File: src/rtl/fifo_pkg.sv
// Shared types and helpers for the block-RAM FIFO.
package fifo_pkg;

  typedef enum logic {FIFO_STD, FIFO_FWFT} fifo_mode_e;

  // Width needed to hold an occupancy count of 0..depth inclusive.
  function automatic int cnt_w(input int depth);
    return $clog2(depth + 1);
  endfunction

endpackage

File: src/rtl/fifo_bram_fwft_bram.sv
// Simple dual-port RAM: one write port, one read port with a registered read
// and no read enable. Contents are not reset.
module fifo_bram_fwft_bram #(
  parameter int DATA_W = 8,
  parameter int DEPTH  = 6,
  parameter int PTR_W  = 3
) (
  input  logic              clk,
  input  logic              i_wren,
  input  logic [PTR_W-1:0]  i_waddr,
  input  logic [DATA_W-1:0] i_wdata,
  input  logic [PTR_W-1:0]  i_raddr,
  output logic [DATA_W-1:0] o_rdata
);

  logic [DATA_W-1:0] r_mem [DEPTH];

  // Write port: commit data at the addressed entry.
  always_ff @(posedge clk) begin
    if (i_wren) begin
      r_mem[i_waddr] <= i_wdata;
    end
  end

  // Read port: registered read every cycle from the presented address.
  always_ff @(posedge clk) begin
    o_rdata <= r_mem[i_raddr];
  end

endmodule

File: src/rtl/fifo_bram_fwft.sv
// Single-clock FIFO on block RAM, any DEPTH >= 2, standard or first-word-
// fall-through read side. Occupancy and all flags derive from one counter.
module fifo_bram_fwft
  import fifo_pkg::*;
#(
  parameter int         DATA_W = 8,
  parameter int         DEPTH  = 6,
  parameter fifo_mode_e MODE   = FIFO_FWFT,
  parameter int         AF_THR = DEPTH - 1,
  parameter int         AE_THR = 1,
  localparam int        PTR_W  = $clog2(DEPTH),
  localparam int        CNT_W  = cnt_w(DEPTH)
) (
  input  logic              clk,
  input  logic              rstn,
  input  logic              i_wren,
  input  logic [DATA_W-1:0] i_wrdata,
  output logic              o_full,
  output logic              o_afull,
  input  logic              i_rden,
  output logic [DATA_W-1:0] o_rddata,
  output logic              o_rdvalid,
  output logic              o_empty,
  output logic              o_aempty,
  output logic [CNT_W-1:0]  o_count,
  output logic              o_ovf,
  output logic              o_udf
);

  // Pointers wrap explicitly so DEPTH need not be a power of two.
  function automatic logic [PTR_W-1:0] ptr_inc(input logic [PTR_W-1:0] p);
    return (p == PTR_W'(DEPTH - 1)) ? '0 : p + PTR_W'(1);
  endfunction

  logic              w_wr;
  logic              w_rd;
  logic              w_rd_adv;   // read pointer moves to the next entry
  logic              w_empty;
  logic [PTR_W-1:0]  r_wr_ptr;
  logic [PTR_W-1:0]  r_rd_ptr;
  logic [PTR_W-1:0]  w_raddr;
  logic [CNT_W-1:0]  r_count;
  logic [CNT_W-1:0]  w_count_next;
  logic              r_full;
  logic              r_afull;
  logic              r_aempty;
  logic              r_ovf;
  logic              r_udf;
  logic [DATA_W-1:0] w_ram_dout;

  // Flags are sampled at cycle start, so a same-cycle pop never unblocks a
  // write while full and a same-cycle push never unblocks a read while empty.
  assign w_wr = i_wren & ~r_full;
  assign w_rd = i_rden & ~w_empty;

  // Occupancy: +1 on write only, -1 on read only.
  always_comb begin
    w_count_next = r_count;
    if (w_wr && !w_rd) begin
      w_count_next = r_count + CNT_W'(1);
    end else if (!w_wr && w_rd) begin
      w_count_next = r_count - CNT_W'(1);
    end
  end

  // Shared pointer, count, registered flag and error-pulse state.
  always_ff @(posedge clk) begin
    if (!rstn) begin
      r_wr_ptr <= '0;
      r_rd_ptr <= '0;
      r_count  <= '0;
      r_full   <= 1'b0;
      r_afull  <= (AF_THR == 0);
      r_aempty <= 1'b1;
      r_ovf    <= 1'b0;
      r_udf    <= 1'b0;
    end else begin
      if (w_wr) begin
        r_wr_ptr <= ptr_inc(r_wr_ptr);
      end
      if (w_rd_adv) begin
        r_rd_ptr <= ptr_inc(r_rd_ptr);
      end
      r_count  <= w_count_next;
      r_full   <= (w_count_next == CNT_W'(DEPTH));
      r_afull  <= (w_count_next >= CNT_W'(AF_THR));
      r_aempty <= (w_count_next <= CNT_W'(AE_THR));
      r_ovf    <= i_wren & r_full;
      r_udf    <= i_rden & w_empty;
    end
  end

  assign o_full   = r_full;
  assign o_afull  = r_afull;
  assign o_aempty = r_aempty;
  assign o_count  = r_count;
  assign o_ovf    = r_ovf;
  assign o_udf    = r_udf;
  assign o_empty  = w_empty;

  fifo_bram_fwft_bram #(
    .DATA_W (DATA_W),
    .DEPTH  (DEPTH),
    .PTR_W  (PTR_W)
  ) u_bram (
    .clk     (clk),
    .i_wren  (w_wr),
    .i_waddr (r_wr_ptr),
    .i_wdata (i_wrdata),
    .i_raddr (w_raddr),
    .o_rdata (w_ram_dout)
  );

  if (MODE == FIFO_FWFT) begin : g_fwft
    // RAM output holds the entry at r_rd_ptr; it moves into the output
    // register when that register is empty or being popped.
    logic [CNT_W-1:0]  r_ram_cnt;   // entries in RAM not yet in output reg
    logic [CNT_W-1:0]  w_ram_left;
    logic              r_s1_valid;  // RAM output holds a committed entry
    logic              r_out_valid;
    logic [DATA_W-1:0] r_out_data;
    logic              w_load;

    assign w_load     = r_s1_valid & (~r_out_valid | w_rd);
    assign w_rd_adv   = w_load;
    assign w_raddr    = w_load ? ptr_inc(r_rd_ptr) : r_rd_ptr;
    // Entries at or past the new read address that were committed at an
    // earlier edge; only those may be flagged valid after this read.
    assign w_ram_left = r_ram_cnt - CNT_W'(w_load);

    // Prefetch pipeline bookkeeping.
    always_ff @(posedge clk) begin
      if (!rstn) begin
        r_ram_cnt   <= '0;
        r_s1_valid  <= 1'b0;
        r_out_valid <= 1'b0;
      end else begin
        r_ram_cnt  <= w_ram_left + CNT_W'(w_wr);
        r_s1_valid <= (w_ram_left != '0);
        if (w_load) begin
          r_out_valid <= 1'b1;
        end else if (w_rd) begin
          r_out_valid <= 1'b0;
        end
      end
    end

    // Output data register, loaded from the RAM read port.
    always_ff @(posedge clk) begin
      if (w_load) begin
        r_out_data <= w_ram_dout;
      end
    end

    assign w_empty   = ~r_out_valid;
    assign o_rdvalid = r_out_valid;
    assign o_rddata  = r_out_data;
  end else begin : g_std
    logic r_rdvalid;

    assign w_rd_adv = w_rd;
    assign w_raddr  = r_rd_ptr;
    assign w_empty  = (r_count == '0);

    // Read-valid pulse for the cycle after an accepted read.
    always_ff @(posedge clk) begin
      if (!rstn) begin
        r_rdvalid <= 1'b0;
      end else begin
        r_rdvalid <= w_rd;
      end
    end

    assign o_rdvalid = r_rdvalid;
    assign o_rddata  = w_ram_dout;
  end

endmodule

File: config.mk
export PLATFORM = sky130hd
export DESIGN_NAME = fifo_bram_fwft
export DESIGN_NICKNAME = d
export VERILOG_FILES = /design/src/rtl/fifo_pkg.sv /design/src/rtl/fifo_bram_fwft_bram.sv /design/src/rtl/fifo_bram_fwft.sv
export SDC_FILE = /design/constraint.sdc
export NUM_CORES = 1
export LEC_CHECK = 0
export ABC_AREA = 1
export CORE_MARGIN = 10
export CORE_UTILIZATION = 45
export DETAILED_ROUTE_END_ITERATION = 10
export GPL_ROUTABILITY_DRIVEN = 0
export PLACE_DENSITY = 0.76
export SLEW_MARGIN = 20
export SYNTH_ARGS = -nofsm -noshare
export SYNTH_HDL_FRONTEND = slang
export SYNTH_SLANG_ARGS = --single-unit
File: constraint.sdc
create_clock -name clk -period 3.1 [get_ports clk]
set_input_delay 0.93 -clock clk [delete_from_list [all_inputs] [get_ports clk]]
set_output_delay 0.93 -clock clk [all_outputs]
set_load 0.005 [all_outputs]
==> results.md, run 1 <==
* Run status: completed
* Ant. Diodes at 0
* RSZ-0062 raised after global routing: no
* Final setup fails at 0
* Routed WL per cell at 14.5 um
* Clock power share at 27.9%
* Max-Slew Margin vs Limit at 68.0%
* Final period utilization at 77.4%
* Critical Path RT at 3340 ps
* Final Skew at approximately 11 ps
* Leakage power at 1.54 nW
* Placed Area at 3670 um^2
* Post-Place Cells at 404
* Post-synth EDFFs at 56
* Register bit total from synthesis at 83
* Vias in the first global route at 2108
* H-tree lvl count at 3
* PwrDens at ~860 nW/um^2
* Net Count, Synth at between 200 and 300
* PostCTS Resize Cnt at 0
* Initial antenna violation count at 0
* Site Rows at 31
* Worst skew pair latency at 360 ps
* Hold Buf Count CTS at 0
* Commonest non-fill, non-tap cell in the layout: edfxtp_1
* Commonest register cell after synthesis: edfxtp_1
* XOR/XNOR Fraction of Synth Area at 1.07%
* DIE WIDTH at 105 um
* Synth top area cells: edfxtp_1, dfxtp_1, nand3_1
* Clock transition at the registers of the reported paths at approximately 80 ps
* Largest net degree at the start of global routing at 34
* Number of setup buffers added after CTS at 0
* Fin cells at 420
* FMAX at ~420 MHz
* Setup CP Type: primary input to flip-flop
* Io pins at 30
* Mux cell area share after synthesis at 0%
* Vias per cell at 5.10
* Most frequent cells in the layout: edfxtp_1, nand2_1, nand3_1
* Largest family of logic cells by synthesized area: simple AND/OR/NAND/NOR gates
* Synthesized instance count at 277
* Max IR drop VDD at 371 uV
* Mean Syn Cell Area at 11.8 um^2
* Area share of the leading cell type in the synthesized netlist at about 50%
* Core area at 7180 um^2
* CP arrival at 2640 ps
* # nets final at 334
* Async SR Flop Fraction at 0%
* Fin crit period at ~2400 ps
* Clock buffer depth at 2
* Layout cell share with drive strength beyond 1 at 12.5%
* Synth warnings at 0
* Worst Max-Slew Pin Slew at 479 ps
* Fin. max-slew vios at 0
* I/O Buffers at 29
* HP Class: flip-flop to flip-flop
* Final WL at approximately 6.1 mm
* Synth Area in Adders at around 2.3%
* Detailed placement HPWL at 4.03 mm
* Grt ovf at 0
* Simple-Gate Fraction of Synth Area at 19.7%
* Mapped cell area at 3280 um^2
* First-pass GRT wire length at 10.1 mm
* Die Y at approximately 110 um
* Net Sw Power at around 1.1 mW
* Drt drc at 0
* Initial DRC Count at 160
* Area Growth Syn to Fin at 19.6%
* Yosys cell types at 31
* DIE AREA at 11100 um^2
* Clock sink count at 83
* Sequential power share at 43.4%
* Post-route cell area at 3920 um^2
* Power share of the combinational group at about 29%
* CP Max Fanout at 10
* Final Core Density at 54.6%
* Pwr Total at 3.36 mW
* Final hold vios at 0
* Crit start category: primary input
* Max cap viols at 0
* CTS Buf Count at 9
* Compound-Gate Fraction of Synth Area at around 3.6%
* Switching Share at 31.3%
* TritonCTS clock tree: done
* DR pass1 iterations at 4
* Initial Util at a little under half
* DR vias at 2144
* Sequential share of the synthesized area at 67.8%
* Worst setup EP type: flip-flop
* ANT nets after route at 0
* Cell accounting for the most synthesized area: edfxtp_1
* Clk root buf: clkbuf_8
* GRT Util Overall at a little under an eighth
* Setup TNS at 0 ps
* Total internal power at 2.31 mW
critical path, stage by stage:
cell             delay, ps
clkdlybuf4s50_1        490
inv_1                   90
nand2_4                100
nand2_4                 70
inv_1                   80
buf_4                  190
nand2_1                 70
nand2_1                290
nand3_1                140
nand3_1                110
nand2_1                 90
logic make-up (layout without fill, tap and decap cells):
group / Yosys count / after routing
and+or+nand+nor: 127 / 127
adders and majority gates: 6 / 6
buffers and inverters: 38 / 82
DFF: 83 / 83
AOI/OAI and AO/OA: 19 / 19
xor gates and xnor gates: 4 / 4
routing by layer:
metal / part of all wire [%] / track usage (%) / vias to the layer above
met1: 40 / 12.4 / 1019
li1: - / - / 1037
met3: 6.0 / 3.29 / 12
met2: 51 / 19.6 / 76
met4: 2.2 / 6.86 / 0
met5: 0 / 0 / -
power by group through the flow:
stage               registers [mW]  clock network (mW)  logic (mW)
global placement              1.48                   0       0.924
detailed placement            1.48                   0       0.953
finish                        1.46               0.938       0.962
CTS                           1.46               0.951       0.966
global route                  1.47                1.00        1.09
floorplan                     1.48                   0       0.700
flip-flops by register name (all words and copies together) (netlist names), 3 cells and up:
register and cells:
r_wr_ptr 3, o_count 3, o_rddata 8, g_fwft.r_ram_cnt 3, u_bram.o_rdata 8, r_rd_ptr 3, u_bram.r_mem 48
per-stage QoR:
stage	hold slack (ps)	setup slack (ps)
2_1_floorplan	386	738
3_3_place_gp	385	392
3_5_place_dp	392	347
4_1_cts	405	720
5_1_grt	411	586
6_report	407	700
synthesized netlist by cell type, types with 4 or more instances:
cell	n
edfxtp_1	56
nand2_1	51
nand3_1	45
dfxtp_1	27
inv_1	27
nor2_1	8
o211ai_1	8
ha_1	6
nand2_2	6
a21oi_1	5
inv_2	4
nor4_1	4
final cells by class:
| cell class | instances | area (um^2) |
|---|---|---|
| multi-input cells | 156 | 873 |
| fillers | 576 | 3260 |
| well taps | 99 | 124 |
| clock inverters | 6 | 111 |
| repair buffers | 34 | 328 |
| clock buffers | 10 | 138 |
| flip-flops and latches | 83 | 2220 |
| inverters | 32 | 120 |
worst paths after layout:
check	slack (ps)	to	startpoint	depth (start not counted)
min reg2reg	410	o_rddata[7]$_DFFE_PN_	u_bram.o_rdata[7]$_DFF_P_	0
max	700	u_bram.o_rdata[1]$_DFF_P_	i_rden	11
min	410	o_rddata[7]$_DFFE_PN_	u_bram.o_rdata[7]$_DFF_P_	0
max reg2reg	1400	g_fwft.r_ram_cnt[2]$_SDFF_PN0_	o_rdvalid$_SDFFE_PN0P_	9
No activity file was read; power rests on OpenSTA's default activity.
==> run 2, diff against run 1 <==
Settings changed: PLACE_DENSITY 0.76 to 0.78.
Clock period 3.1 ns to 1.9 ns, I/O delays scaled along.
==> run 2 against run 1 <==
  * Via count up 0.23%
  * Routed wire length up 4.7%
  * Cell count up 5.2%
  * Sequential cell count unchanged
  * Sequential share of layout area down 2.8 points
  * Critical path type is now flip-flop to primary output
==> results.md, run 2 (same netlist as run 1, synthesis figures left out) <==
* Run status: completed
* Max-Slew Margin vs Limit at 78.3% (+10 points)
* Vias per cell at 4.86 (-4.8%)
* Most frequent cells in the layout: edfxtp_1, nand2_1, nand3_1
* Die Y at 105 um (unchanged)
* HP Class: flip-flop to flip-flop
* Io pins at 30 (unchanged)
* ANT nets after route at 0 (unchanged)
* Clk root buf: clkbuf_8
* CTS Buf Count at 9 (unchanged)
* I/O Buffers at 29 (unchanged)
* Worst-path cell chain: clkdlybuf4s50_1
* Setup CP Type: flip-flop to primary output
* Routed WL per cell at 14.5 um (-0.54%)
* Clock power share at 23.3% (-4.6 points)
* Fin crit period at between 1500 and 2000 ps
* Placed Area at 3900 um^2 (+6.4%)
* Hold Buf Count CTS at 0 (unchanged)
* Register area at 2230 um^2 (+0.17%)
* Worst path slowest cell: clkdlybuf4s50_1
* Post-Place Cells at 426 (+5.4%)
* Initial Util at 45.6% (unchanged)
* Drt drc at 0 (unchanged)
* Power share of the combinational group at 34.1% (+5.4 points)
* Met2 routed WL at 3.26 mm (+4.1%)
* Final Core Density at 57.5% (+2.9 points)
* Ant. Diodes at 0 (unchanged)
* RSZ-0062 raised after global routing: no
* Final setup fails at 0 (unchanged)
* Leakage power at 1.63 nW (+5.9%)
* R2r setup slk at 390 ps (-1010 ps)
* CP max stage delay at 530 ps (+40 ps)
* Crit start category: flip-flop
* Clock sink count at 83 (unchanged)
* Core area at 7180 um^2 (unchanged)
* Sequential power share at 42.6% (-0.8 points)
* Area Growth Syn to Fin at 26.0%
* Layout cell share with drive strength beyond 1 at 21.6% (+9.1 points)
* Top cell family by delay on the critical path: buffers and inverters
* Worst skew pair latency at 360 ps (about the same)
* Largest Register: u_bram.r_mem
* H-tree lvl count at 3 (unchanged)
* Setup TNS at 0 ps (unchanged)
* Largest net degree at the start of global routing at 34 (unchanged)
* Hold WS at 408 ps (+1.53 ps)
* FMAX at 534 MHz
* Detailed placement HPWL at 4.42 mm (+9.8%)
* Final hold vios at 0 (unchanged)
* DR vias at 2149 (+0.23%)
* Grt ovf at 0 (unchanged)
* Max IR drop VDD at 455 uV (+23%)
* Final Skew at 7.24 ps (-3.34 ps)
* Fin cells at 442 (+5.2%)
* Pwr Total at 5.60 mW (+67%)
* Top sig layer: met4
* DIE WIDTH at 105 um (unchanged)
* Setup WS post-layout at 26.8 ps (-673 ps)
* Fin. max-slew vios at 0 (unchanged)
* Initial antenna violation count at 0 (unchanged)
* CP Max Fanout at 3 (-7)
* Switching Share at 33.1% (+1.8 points)
* Commonest non-fill, non-tap cell in the layout: edfxtp_1
* Initial DRC Count at 157 (-1.9%)
* Met1 Routed Length at 2.51 mm (+1.4%)
* Final WL at 6.39 mm (+4.7%)
* Buf/Inv on CP at 1 (-3)
* PwrDens at 1360 nW/um^2 (+58%)
* Clock transition at the registers of the reported paths at 80 ps (about the same)
* Met3 WL at 459 um (+25%)
* Max reg flops at 48 (unchanged)
* CP arrival at 1300 ps (-1340 ps)
* Worst setup EP type: primary output
* Site Rows at 31 (unchanged)
* DR pass1 iterations at 4 (unchanged)
* # nets final at 356 (+6.6%)
* Critical Path RT at 1330 ps (-2010 ps)
* Worst Max-Slew Pin Slew at 321 ps (-158 ps)
* Pre-CTS setup slack at -351 ps (-698 ps)
* Post-route cell area at 4130 um^2 (+5.4%)
* Clock buffer depth at 2 (unchanged)
* TritonCTS clock tree: done
* Area of the multi-input gates at 931 um^2 (+6.6%)
* DIE AREA at 11100 um^2 (unchanged)
* GRT Util Overall at 12.0% (+0.51 points)
* Total internal power at 3.75 mW (+62%)
* Max cap viols at 0 (unchanged)
* Final period utilization at 98.6%
* Vias in the first global route at 2174 (+3.1%)
* Fillers at 563 (-2.3%)
* First-pass GRT wire length at 10.4 mm (+3.3%)
* Net Sw Power at 1.85 mW (+76%)
## run 2: cell count changes in the layout (fill, tap and decap cells not counted), sizes merged
| cell | previous run | this run |
|---|---|---|
| buf | 5 | 27 |
| bufinv | 3 | 1 |
| clkdlybuf4s50 | 29 | 27 |
| clkinvlp | 1 | 3 |
| dlymetal6s2s | 0 | 2 |
## run 2: per-layer routing
layer / GRT usage [%] / vias up
li1: - / 1076
met1: 12.6 / 991
met2: 20.5 / 70
met3: 3.35 / 12
met4: 8.14 / 0
met5: 0 / -
## run 2: what timing repair did
item,4_1_cts,5_1_grt
pin swaps,0,0
gates resized for setup,2,4
setup buffers,0,0
setup endpoints to repair,3,4
## run 2: area by class of cell
| type | count | share of cell area, % |
|---|---|---|
| clock buffers | 10 | 3.34 |
| clock inverters | 6 | 1.73 |
| inverters | 32 | 3.06 |
| multi-input cells | 156 | 22.6 |
| flip-flops and latches | 83 | 53.9 |
| well taps | 99 | 3.00 |
| repair buffers | 56 | 12.4 |
## run 2: worst paths after layout
kind	from	endpoint	depth (start not counted)
max reg2reg	o_rdvalid$_SDFFE_PN0P_	g_fwft.r_ram_cnt[2]$_SDFF_PN0_	9
min	u_bram.o_rdata[7]$_DFF_P_	o_rddata[7]$_DFFE_PN_	0
max	o_full$_SDFF_PN0_	o_full	1
min reg2reg	u_bram.o_rdata[7]$_DFF_P_	o_rddata[7]$_DFFE_PN_	0
## run 2: power by group through the flow
stage	logic [mW]	clock network (mW)	registers, mW
after CTS	1.92	1.32	2.39
after global placement	1.83	0	2.41
after floorplan	1.25	0	2.42
after detailed placement	1.90	0	2.43
final	1.91	1.30	2.38
after global routing	2.16	1.39	2.42
